==> src/rtl/life_pkg.sv <==
// Shared types for the Game-of-Life step controller.
// Latency: none; this package holds types and constants only.
// Backpressure: none.
package life_pkg;

    typedef enum logic [2:0] {
        IDLE  = 3'd0,
        LOAD  = 3'd1,
        RUN   = 3'd2,
        PAUSE = 3'd3,
        STEP  = 3'd4
    } state_t;

    typedef logic [15:0] gen_count_t;

    localparam gen_count_t GEN_MAX = 16'hFFFF;

endpackage

==> src/rtl/life_tick_gen.sv <==
// Generation tick timer: counts 0..TICK_MAX-1 while en is high and wraps to 0.
// Latency: tick is combinational and is high in the cycle the count sits at TICK_MAX-1.
// Backpressure: none; en=0 freezes the count and clr forces it to 0.
module life_tick_gen #(
    parameter int unsigned TICK_MAX = 25_000_000
) (
    input  logic clk,
    input  logic rst_n,
    input  logic clr,
    input  logic en,
    output logic tick
);

    localparam int CW = $clog2(TICK_MAX);
    localparam logic [CW-1:0] LAST = CW'(TICK_MAX - 1);

    logic [CW-1:0] r_count;

    // Free-running count while enabled, wrapping at LAST; clr takes priority over en.
    always_ff @(posedge clk) begin
        if (!rst_n) begin
            r_count <= '0;
        end else if (clr) begin
            r_count <= '0;
        end else if (en) begin
            r_count <= (r_count == LAST) ? '0 : r_count + 1'b1;
        end
    end

    assign tick = en & ~clr & (r_count == LAST);

endmodule

==> src/rtl/life_step_ctrl.sv <==
// Game-of-Life sequencer: seeds the grid, then advances it on a timer (RUN) or by button (STEP).
// Latency: strobes are combinational from the registered state; state changes one cycle after its cause.
// Backpressure: none; optional generation counter is built when LIFE_GEN_COUNT_EN is defined.
module life_step_ctrl
    import life_pkg::*;
#(
    parameter int unsigned TICK_MAX = 25_000_000
) (
    input  logic        clk,
    input  logic        fsmReset_n,
    input  logic        startSwitch,
    input  logic        randSwitch,
    input  logic        stepBtn,
    input  logic        clearBtn,
    output logic        lfsrEn,
    output logic        seedLoad,
    output logic        seedSel,
    output logic        gridEn,
    output logic        running,
    output logic [15:0] genCount
);

    state_t r_state;
    state_t w_next;
    logic   r_step_d;
    logic   r_run_d;
    logic   r_seed_sel;
    logic   w_step_rise;
    logic   w_tick;
    logic   w_tick_clr;
    logic   w_tick_en;
    logic   w_seed_load;
    logic   w_grid_en;

    assign w_step_rise = stepBtn & ~r_step_d;

    // The counter is held at 0 for the whole first RUN cycle, so every entry to RUN
    // (from LOAD or PAUSE) waits a full TICK_MAX cycles before the first tick.
    assign w_tick_en  = (r_state == RUN);
    assign w_tick_clr = clearBtn | ((r_state == RUN) & ~r_run_d);

    life_tick_gen #(
        .TICK_MAX (TICK_MAX)
    ) u_tick_gen (
        .clk   (clk),
        .rst_n (fsmReset_n),
        .clr   (w_tick_clr),
        .en    (w_tick_en),
        .tick  (w_tick)
    );

    // State register, stepBtn history (reset high so a held button cannot step), seed select.
    always_ff @(posedge clk) begin
        if (!fsmReset_n) begin
            r_state    <= IDLE;
            r_step_d   <= 1'b1;
            r_run_d    <= 1'b0;
            r_seed_sel <= 1'b0;
        end else begin
            r_state  <= w_next;
            r_step_d <= stepBtn;
            r_run_d  <= (r_state == RUN);
            if (w_seed_load) begin
                r_seed_sel <= randSwitch;
            end
        end
    end

    // Next-state and strobe decode; clearBtn overrides everything and suppresses strobes.
    always_comb begin
        w_next      = r_state;
        lfsrEn      = 1'b0;
        w_seed_load = 1'b0;
        w_grid_en   = 1'b0;
        case (r_state)
            IDLE: begin
                lfsrEn = 1'b1;
                if (startSwitch) w_next = LOAD;
            end
            LOAD: begin
                w_seed_load = 1'b1;
                w_next      = RUN;
            end
            RUN: begin
                if (!startSwitch) w_next = PAUSE;
                else if (w_tick)  w_grid_en = 1'b1;
            end
            PAUSE: begin
                if (startSwitch)      w_next = RUN;
                else if (w_step_rise) w_next = STEP;
            end
            STEP: begin
                w_grid_en = 1'b1;
                w_next    = PAUSE;
            end
            default: w_next = IDLE;
        endcase
        if (clearBtn) begin
            w_next      = IDLE;
            w_seed_load = 1'b0;
            w_grid_en   = 1'b0;
        end
    end

    assign seedLoad = w_seed_load;
    assign gridEn   = w_grid_en;
    assign seedSel  = r_seed_sel;
    assign running  = (r_state == RUN);

`ifdef LIFE_GEN_COUNT_EN
    gen_count_t r_gen_count;

    // Generations since the last seed load, saturating at GEN_MAX.
    always_ff @(posedge clk) begin
        if (!fsmReset_n) begin
            r_gen_count <= '0;
        end else if (clearBtn || w_seed_load) begin
            r_gen_count <= '0;
        end else if (w_grid_en && (r_gen_count != GEN_MAX)) begin
            r_gen_count <= r_gen_count + 16'd1;
        end
    end

    assign genCount = r_gen_count;
`else
    assign genCount = 16'h0000;
`endif

endmodule
==> config.mk <==
export PLATFORM = sky130hd
export DESIGN_NAME = life_step_ctrl
export DESIGN_NICKNAME = d
export VERILOG_FILES = /design/src/rtl/life_pkg.sv /design/src/rtl/life_tick_gen.sv /design/src/rtl/life_step_ctrl.sv
export SDC_FILE = /design/constraint.sdc
export NUM_CORES = 1
export LEC_CHECK = 0
export ABC_AREA = 1
export ABC_CLOCK_PERIOD_IN_PS = 1500
export CAP_MARGIN = 40
export CORE_ASPECT_RATIO = 1.2
export CORE_MARGIN = 2
export CORE_UTILIZATION = 49
export CTS_CLUSTER_SIZE = 24
export DETAILED_ROUTE_END_ITERATION = 6
export GPL_TIMING_DRIVEN = 1
export PLACE_DENSITY = 0.76
export SLEW_MARGIN = 20
export SYNTH_ARGS = -nofsm -noshare
export SYNTH_HDL_FRONTEND = slang
export SYNTH_SLANG_ARGS = --single-unit
==> constraint.sdc <==
create_clock -name clk -period 1.5 [get_ports clk]
set_clock_uncertainty 0.15 [all_clocks]
set_input_delay 0.225 -clock clk [delete_from_list [all_inputs] [get_ports clk]]
set_output_delay 0.225 -clock clk [all_outputs]
set_load 0.05 [all_outputs]
==> results of run 1 <==
-- cell usage in the layout, fill, tap and decap left out, types with 6 or more instances in the layout --
cell,netlist,routed
nand2_1,72,59
buf_4,17,54
nor2_1,58,39
inv_1,39,33
dfxtp_1,31,23
nand3_1,24,17
conb_1,1,16
buf_6,0,16
nor2_2,5,15
nand2_2,4,14
nor2_4,2,11
dfxtp_2,0,7
inv_2,2,6
buf_12,0,6
-- stage by stage --
step / util (%) / std cells / power (mW) / instance area (um^2)
3_3_place_gp: 68.44 / 409 / 1.127 / 2507
5_1_grt: 82.10 / 432 / 1.908 / 3008
6_report: 82.10 / 432 / 1.867 / 3008
2_1_floorplan: - / 307 / 1.063 / 1983
3_5_place_dp: 68.44 / 409 / 1.130 / 2507
4_1_cts: 76.02 / 425 / 1.813 / 2785
-- worst paths after layout --
check	startpoint	endpoint	slack (ns)	cells after the start
worst max-delay path	u_tick_gen.r_count[10]$_SDFFE_PP0N_	gridEn	-0.48	8
worst min-delay path	stepBtn	r_step_d$_SDFF_PN1_	0.38	3
worst max register to register	r_state[2]$_SDFFE_PP0P_	u_tick_gen.r_count[0]$_SDFFE_PP0N_	-0.22	8
worst min register to register	u_tick_gen.r_count[9]$_SDFFE_PP0N_	u_tick_gen.r_count[9]$_SDFFE_PP0N_	0.44	4
-- registers in the layout, summed over array words and instances (netlist names) --
signal              count
u_tick_gen.r_count     25
r_state                 3
r_run_d                 1
r_step_d                1
seedSel                 1
-- report_power, final --
part / leakage [nW] / switching (mW) / internal (mW) / total [mW]
Sequential: 0.254 / 0.00959 / 0.830 / 0.839
Clock: 0.0422 / 0.347 / 0.326 / 0.673
Combinational: 0.964 / 0.223 / 0.132 / 0.355
Total: 1.26 / 0.580 / 1.29 / 1.87
-- synthesized netlist by cell type (2+ instances only) --
library cell	instances	area [um^2]
nand2_1	72	270.3
nor2_1	58	217.7
inv_1	39	146.4
dfxtp_1	31	620.6
nand3_1	24	120.1
buf_4	17	127.6
a21oi_1	6	30.03
o21ai_0	6	30.03
nor2_2	5	31.28
nand2_2	4	25.02
nor3_1	4	20.02
nand4_1	3	18.77
xnor2_1	3	26.28
inv_2	2	7.510
nor2_4	2	22.52
xor2_1	2	17.52
-- worst max-delay path, cell delays in order, from the launching register on --
cell and delay (ns):
dfxtp_1 0.33, inv_1 0.11, nand2_1 0.08, nor2_1 0.11
nand2_1 0.12, nor2_4 0.12, nand3_2 0.10, a21oi_4 0.19
buf_12 0.15
-- layer usage --
| metal | wire length [um] | vias to the layer above |
|---|---|---|
| li1 | - | 1040 |
| met1 | 2428 | 1083 |
| met2 | 3773 | 141 |
| met3 | 472 | 47 |
| met4 | 512 | 0 |
| met5 | 0 | - |
-- final cells by class --
type | count | area, um^2 | share of cell area (%)
Tap cell | 52 | 65.06 | 2.163
Clock buffer | 7 | 76.32 | 2.537
Clock inverter | 1 | 5.005 | 0.1664
Multi-Input combinational cell | 218 | 1289 | 42.85
Timing Repair Buffer | 82 | 780.7 | 25.96
Inverter | 41 | 158.9 | 5.283
Sequential cell | 31 | 633.1 | 21.05
-- what timing repair did --
item / in CTS / in global routing
resized for setup: 34 / 55
buffers inserted: 8 / 11
pin swaps: 14 / 21
hold endpoints to repair: 0 / 0
setup endpoints to repair: 25 / 32
gates cloned: 1 / 0
-- kinds of logic (layout without fill, tap and decap cells) --
group	Yosys count	after routing	share of synthesized area, %
other	1	16	0.2001
flip-flops	31	31	33.11
buffers and inverters	58	131	15.02
adder cells (fa/ha/maj)	1	1	0.6675
AO/OA/AOI/OAI	15	15	4.874
multiplexers	1	1	0.5341
AND/OR/NAND/NOR	180	180	43.26
XOR/XNOR	5	5	2.337
==> summary.txt, run 1 <==
Global routing
  – GRT busiest layer: met2
  – Grt met2 use: 49.40%
  – M3 GR Usage: 6.498%
  – Initial antenna violation count: 0
  – GR Util met1: around 30%
  – Largest net degree at the start of global routing: 10
  – Total track usage: around 28%
  – Vias in the first global route: between 2000 and 2500
  – GRT overflow: 0
  – First-pass GRT wire length: 8907 um

Setup path
  – Worst Path Required: roughly 1.1 ns
  – Critical Path End Type: output port
  – Setup CP Type: register to output port
  – Worst EP arrival: around 1.6 ns
  – CP startpoint kind: register
  – Critical Path Fanout Max: 2

Drt
  – Remaining DRCs: 0
  – Via count: 2311
  – First DRT Iteration DRCs: 179
  – Vias per std cell: 5.350
  – Final WL: roughly 7000 um
  – Post-DRT Antenna Nets: 0
  – Drt pass-1 iters: 5
  – Wirelength per Cell: 16.64 um

Clock tree
  – CTS root buffer: clkbuf_8
  – Htree depth: 2
  – Skew-Pair Late Insertion Delay: 0.30 ns
  – Hold buffers post-CTS: 0
  – Inserted Clock Buffers: 5
  – Clock tree from TritonCTS: built
  – TritonCTS Sinks: 31
  – Clk slew on worst S/H paths: 0.07 ns
  – Clk buf depth: 2

Finish
  – Ant. Diodes: 0
  – Share of cells above drive strength 1: 43.16%
  – Area delta synth->final: 60.48%
  – Filler cells: 232
  – Nets: 386

STA
  – Fin crit period: 1.985 ns
  – Period utilisation layout: 132.3%
  – Hold WS: 0.3770 ns
  – Fin. max-slew vios: 0
  – Final Setup Violations: 30
  – Final WS setup: -0.4847 ns
  – Setup TNS after final layout: -4.353 ns
  – Max Freq: 503.9 MHz
  – Final Hold Violating Endpoints: 0
  – RSZ-0062 raised after global routing: yes

Floorplanning
  – Width of the die: between 60 and 70 um
  – Die area: 4338 um^2
  – Num rows: 24
  – IO Count: 27
  – Starting Density: 51.16%
  – Die H: 71.75 um
  – Core area: 3664 um^2

Flow run
  – Max-Cap Viols: 0

Pwr
  – Pleak: 1.260 nW
  – Peak supply drop: 0.6726 mV
  – Power per cell area: 620.6 nW/um^2

Place
  – DP Wirelength: 3469 um
  – GP Congestion: approximately 0.87
  – Port buffer count: 10
  – Worst slack, placed: -0.3066 ns

Synth
  – Register area share after synthesis: 33.11%
  – Synthesized flop and latch total: 31
  – Synth Warn #: 0
  – Cell variety after synth: 30
  – Cells after Synth: 292
  – Post-synth top flop: dfxtp_1
  – Mapped Area: about 1900 um^2
  – Async set-or-reset flop fraction in the synthesized netlist: 0%
  – Post-synth EDFFs: 0
  – Syn Area/Cell: between 6 and 7 um^2

Worst hold path
  – Hold WC Path Type: input port to register

Outcome
  – Failing checks: negative setup slack
  – Status: finished, violations left
Note: power is estimated with default switching activity, not from simulation.
==> inputs of run 2 (changes only) <==
CTS_CLUSTER_SIZE = unset   (was 24)
SLEW_MARGIN = 5   (was 20)
==> results of run 2 <==
Same layout as run 1: the final DEF is identical, and so are final timing and power.
==> inputs of run 3 (changes only) <==
CORE_MARGIN = 8   (was 2)
CORE_UTILIZATION = 25   (was 49)
PLACE_DENSITY = 0.44   (was 0.76)
==> summary.txt, run 3 (same netlist as run 1, synthesis figures left out) <==
Global routing
  – GRT overflow: 0 (unchanged)
  – Largest net degree at the start of global routing: 11 (was 10)
  – Vias in the first global route: 2108 (was 2064)
  – First-pass GRT wire length: 9998 um (was 8907 um)
  – Total track usage: 11.88% (was 27.86%)
  – Initial antenna violation count: 0 (unchanged)

STA
  – Hold WS: 0.3314 ns (was 0.3770 ns)
  – Final WS setup: -0.3659 ns (was -0.4847 ns)
  – Fin. max-slew vios: 0 (unchanged)
  – RSZ-0062 raised after global routing: yes (unchanged)
  – Final Setup Violations: 29 (was 30)
  – Max Freq: 535.9 MHz (was 503.9 MHz)
  – Period utilisation layout: 124.4% (was 132.3%)
  – Final Hold Violating Endpoints: 0 (unchanged)
  – Fin crit period: 1.866 ns (was 1.985 ns)

Flow run
  – Max-Cap Viols: 0 (unchanged)

Setup path
  – Setup CP Type: register to output port (unchanged)
  – Critical Path Fanout Max: 4 (was 2)
  – FF-to-FF setup slack: -0.21 ns (was -0.22 ns)
  – Worst EP arrival: 1.49 ns (was 1.61 ns)
  – Highest-delay cell along the critical path: dfxtp_2 (was dfxtp_1)
  – CP delay by family, top: simple AND/OR/NAND/NOR gates (unchanged)
  – CP startpoint kind: register (unchanged)
  – Slowest stage delay, CP: 0.35 ns (was 0.33 ns)
  – R2R Path End: u_tick_gen.r_count[23]$_SDFFE_PP0N_ (was u_tick_gen.r_count[0]$_SDFFE_PP0N_)
  – RR Startpoint: r_state[2]$_SDFFE_PP0P_ (unchanged)
  – Worst Path Required: 1.12 ns (about the same)
  – CP Buf/Inv Count: 2 (unchanged)
  – R2r worst-path depth: 12 (was 8)
  – Critical Path End Type: output port (unchanged)
  – Critical-path cell list: inv_4 -> nand2_4 -> nor2_8 -> nand2_2 -> nor2_2 -> nand3_2 -> a21oi_4 -> buf_12 (was inv_1 -> nand2_1 -> nor2_1 -> nand2_1 -> nor2_4 -> nand3_2 -> a21oi_4 -> buf_12)

Finish
  – Most frequent cells in the layout: buf_4 (65), nand2_1 (58), nor2_1 (42) (was nand2_1 (59), buf_4 (54), nor2_1 (39))
  – Max FFs per register: 25 (unchanged)
  – Commonest non-fill, non-tap cell in the layout: buf_4 (was nand2_1)
  – Register Area: 635.6 um^2 (was 633.1 um^2)
  – Final instance area: 3239 um^2 (was 3008 um^2)
  – Biggest register: u_tick_gen.r_count (unchanged)
  – Ant. Diodes: 0 (unchanged)
  – Final Core Density: 44.53% (was 82.10%)
  – Area delta synth->final: 72.83% (was 60.48%)
  – Share of cells above drive strength 1: 45.01% (was 43.16%)
  – Area of the multi-input gates: 1358 um^2 (was 1289 um^2)
  – Nets: 397 (was 386)
  – Filler cells: 768 (was 232)
  – Regs by FF count: u_tick_gen.r_count: 25 flops, r_state: 3 flops (unchanged)

Drt
  – First DRT Iteration DRCs: 52 (was 179)
  – Via count: 2011 (was 2311)
  – Final WL: 5647 um (was 7187 um)
  – Remaining DRCs: 0 (unchanged)
  – Vias per std cell: 4.181 (was 5.350)
  – Wirelength per Cell: 11.74 um (was 16.64 um)
  – Post-DRT Antenna Nets: 0 (unchanged)
  – Drt pass-1 iters: 5 (unchanged)

Clock tree
  – Inserted Clock Buffers: 5 (unchanged)
  – Clk buf depth: 2 (unchanged)
  – Skew-Pair Late Insertion Delay: 0.29 ns (was 0.30 ns)
  – Htree depth: 2 (unchanged)
  – Clock tree from TritonCTS: built (unchanged)
  – TritonCTS Sinks: 31 (unchanged)
  – Clk slew on worst S/H paths: 0.07 ns (about the same)
  – Hold buffers post-CTS: 0 (unchanged)
  – CTS root buffer: clkbuf_8 (unchanged)

Worst hold path
  – Worst Min Path Start: stepBtn (unchanged)
  – Hold depth: 3 (unchanged)
  – Hold Path End: r_step_d$_SDFF_PN1_ (unchanged)
  – Hold WC Path Type: input port to register (unchanged)

Floorplanning
  – Width of the die: 95.04 um (was 60.46 um)
  – Die area: 10540 um^2 (was 4338 um^2)
  – Starting Density: 25.77% (was 51.16%)
  – IO Count: 27 (unchanged)
  – Die H: 110.9 um (was 71.75 um)
  – Num rows: 34 (was 24)
  – Core area: 7274 um^2 (was 3664 um^2)

Place
  – GP Congestion: 0.8147 (was 0.8732)
  – Port buffer count: 10 (unchanged)
  – DP Wirelength: 4062 um (was 3469 um)
  – Placed inst area: 2608 um^2 (was 2507 um^2)

Pwr
  – Pleak: 1.391 nW (was 1.260 nW)
  – Peak supply drop: 0.2967 mV (was 0.6726 mV)
  – Power per cell area: 639.1 nW/um^2 (was 620.6 nW/um^2)

Outcome
  – Failing checks: negative setup slack (unchanged)
  – Status: finished, violations left (unchanged)
-- run 3: timing repair --
| item | 4_1_cts | 5_1_grt |
|---|---|---|
| pin swaps | 26 | 18 |
| resized for setup | 69 | 32 |
| setup buffers | 18 | 6 |
| gates cloned | 2 | 0 |
| setup endpoints to repair | 26 | 32 |
-- run 3: worst max path at each step --
stage                                       start                             endpoint  cells past startpoint
5_1_grt        u_tick_gen.r_count[9]$_SDFFE_PP0N_                               gridEn                      8
4_1_cts        u_tick_gen.r_count[1]$_SDFFE_PP0N_                               gridEn                      8
6_report                  r_state[2]$_SDFFE_PP0P_                               gridEn                      8
2_1_floorplan             r_state[2]$_SDFFE_PP0P_                               gridEn                      7
3_5_place_dp                           fsmReset_n  u_tick_gen.r_count[16]$_SDFFE_PP0N_                      7
3_3_place_gp                           fsmReset_n  u_tick_gen.r_count[15]$_SDFFE_PP0N_                      7
-- run 3: power by group --
group / internal [mW] / total [mW] / switching [mW]
logic: 0.132 / 0.343 / 0.211
registers: 0.829 / 0.837 / 0.00819
clock network: 0.538 / 0.890 / 0.352
total: 1.50 / 2.07 / 0.572
-- run 3: metal layers --
| layer | vias to the layer above | track usage [%] | wire length [um] |
|---|---|---|---|
| met3 | 11 | 2.981 | 212 |
| met4 | 0 | 4.071 | 124 |
| met2 | 31 | 20.86 | 2917 |
| li1 | 1063 | - | - |
| met1 | 906 | 13.30 | 2393 |
| met5 | - | 0 | 0 |
-- run 3: final cells by class --
type	count	share of cell area (%)
clock buffer	6	2.549
clock inverter	2	1.081
inverter	41	4.983
multi-input combinational	219	41.91
sequential	31	19.62
tap	90	3.476
timing repair buffer	92	26.38
-- run 3: tightest hold or removal path: cells and delay by family --
kind / cells / cell delay (ns)
buffers and inverters: 2 / 0.45
AND/OR/NAND/NOR: 1 / 0.04
-- run 3: metrics by stage --
step                power, mW  std cells  worst slack, ns  setup TNS (ns)
global route            2.143        481          -0.4664          -6.133
global placement        1.129        454          -0.3595          -6.298
detailed placement      1.128        454          -0.3905          -6.784
CTS                     2.077        479          -0.4112          -6.868
finish                  2.070        481          -0.3659          -3.256
floorplan               1.063        307          -0.3236          -1.386
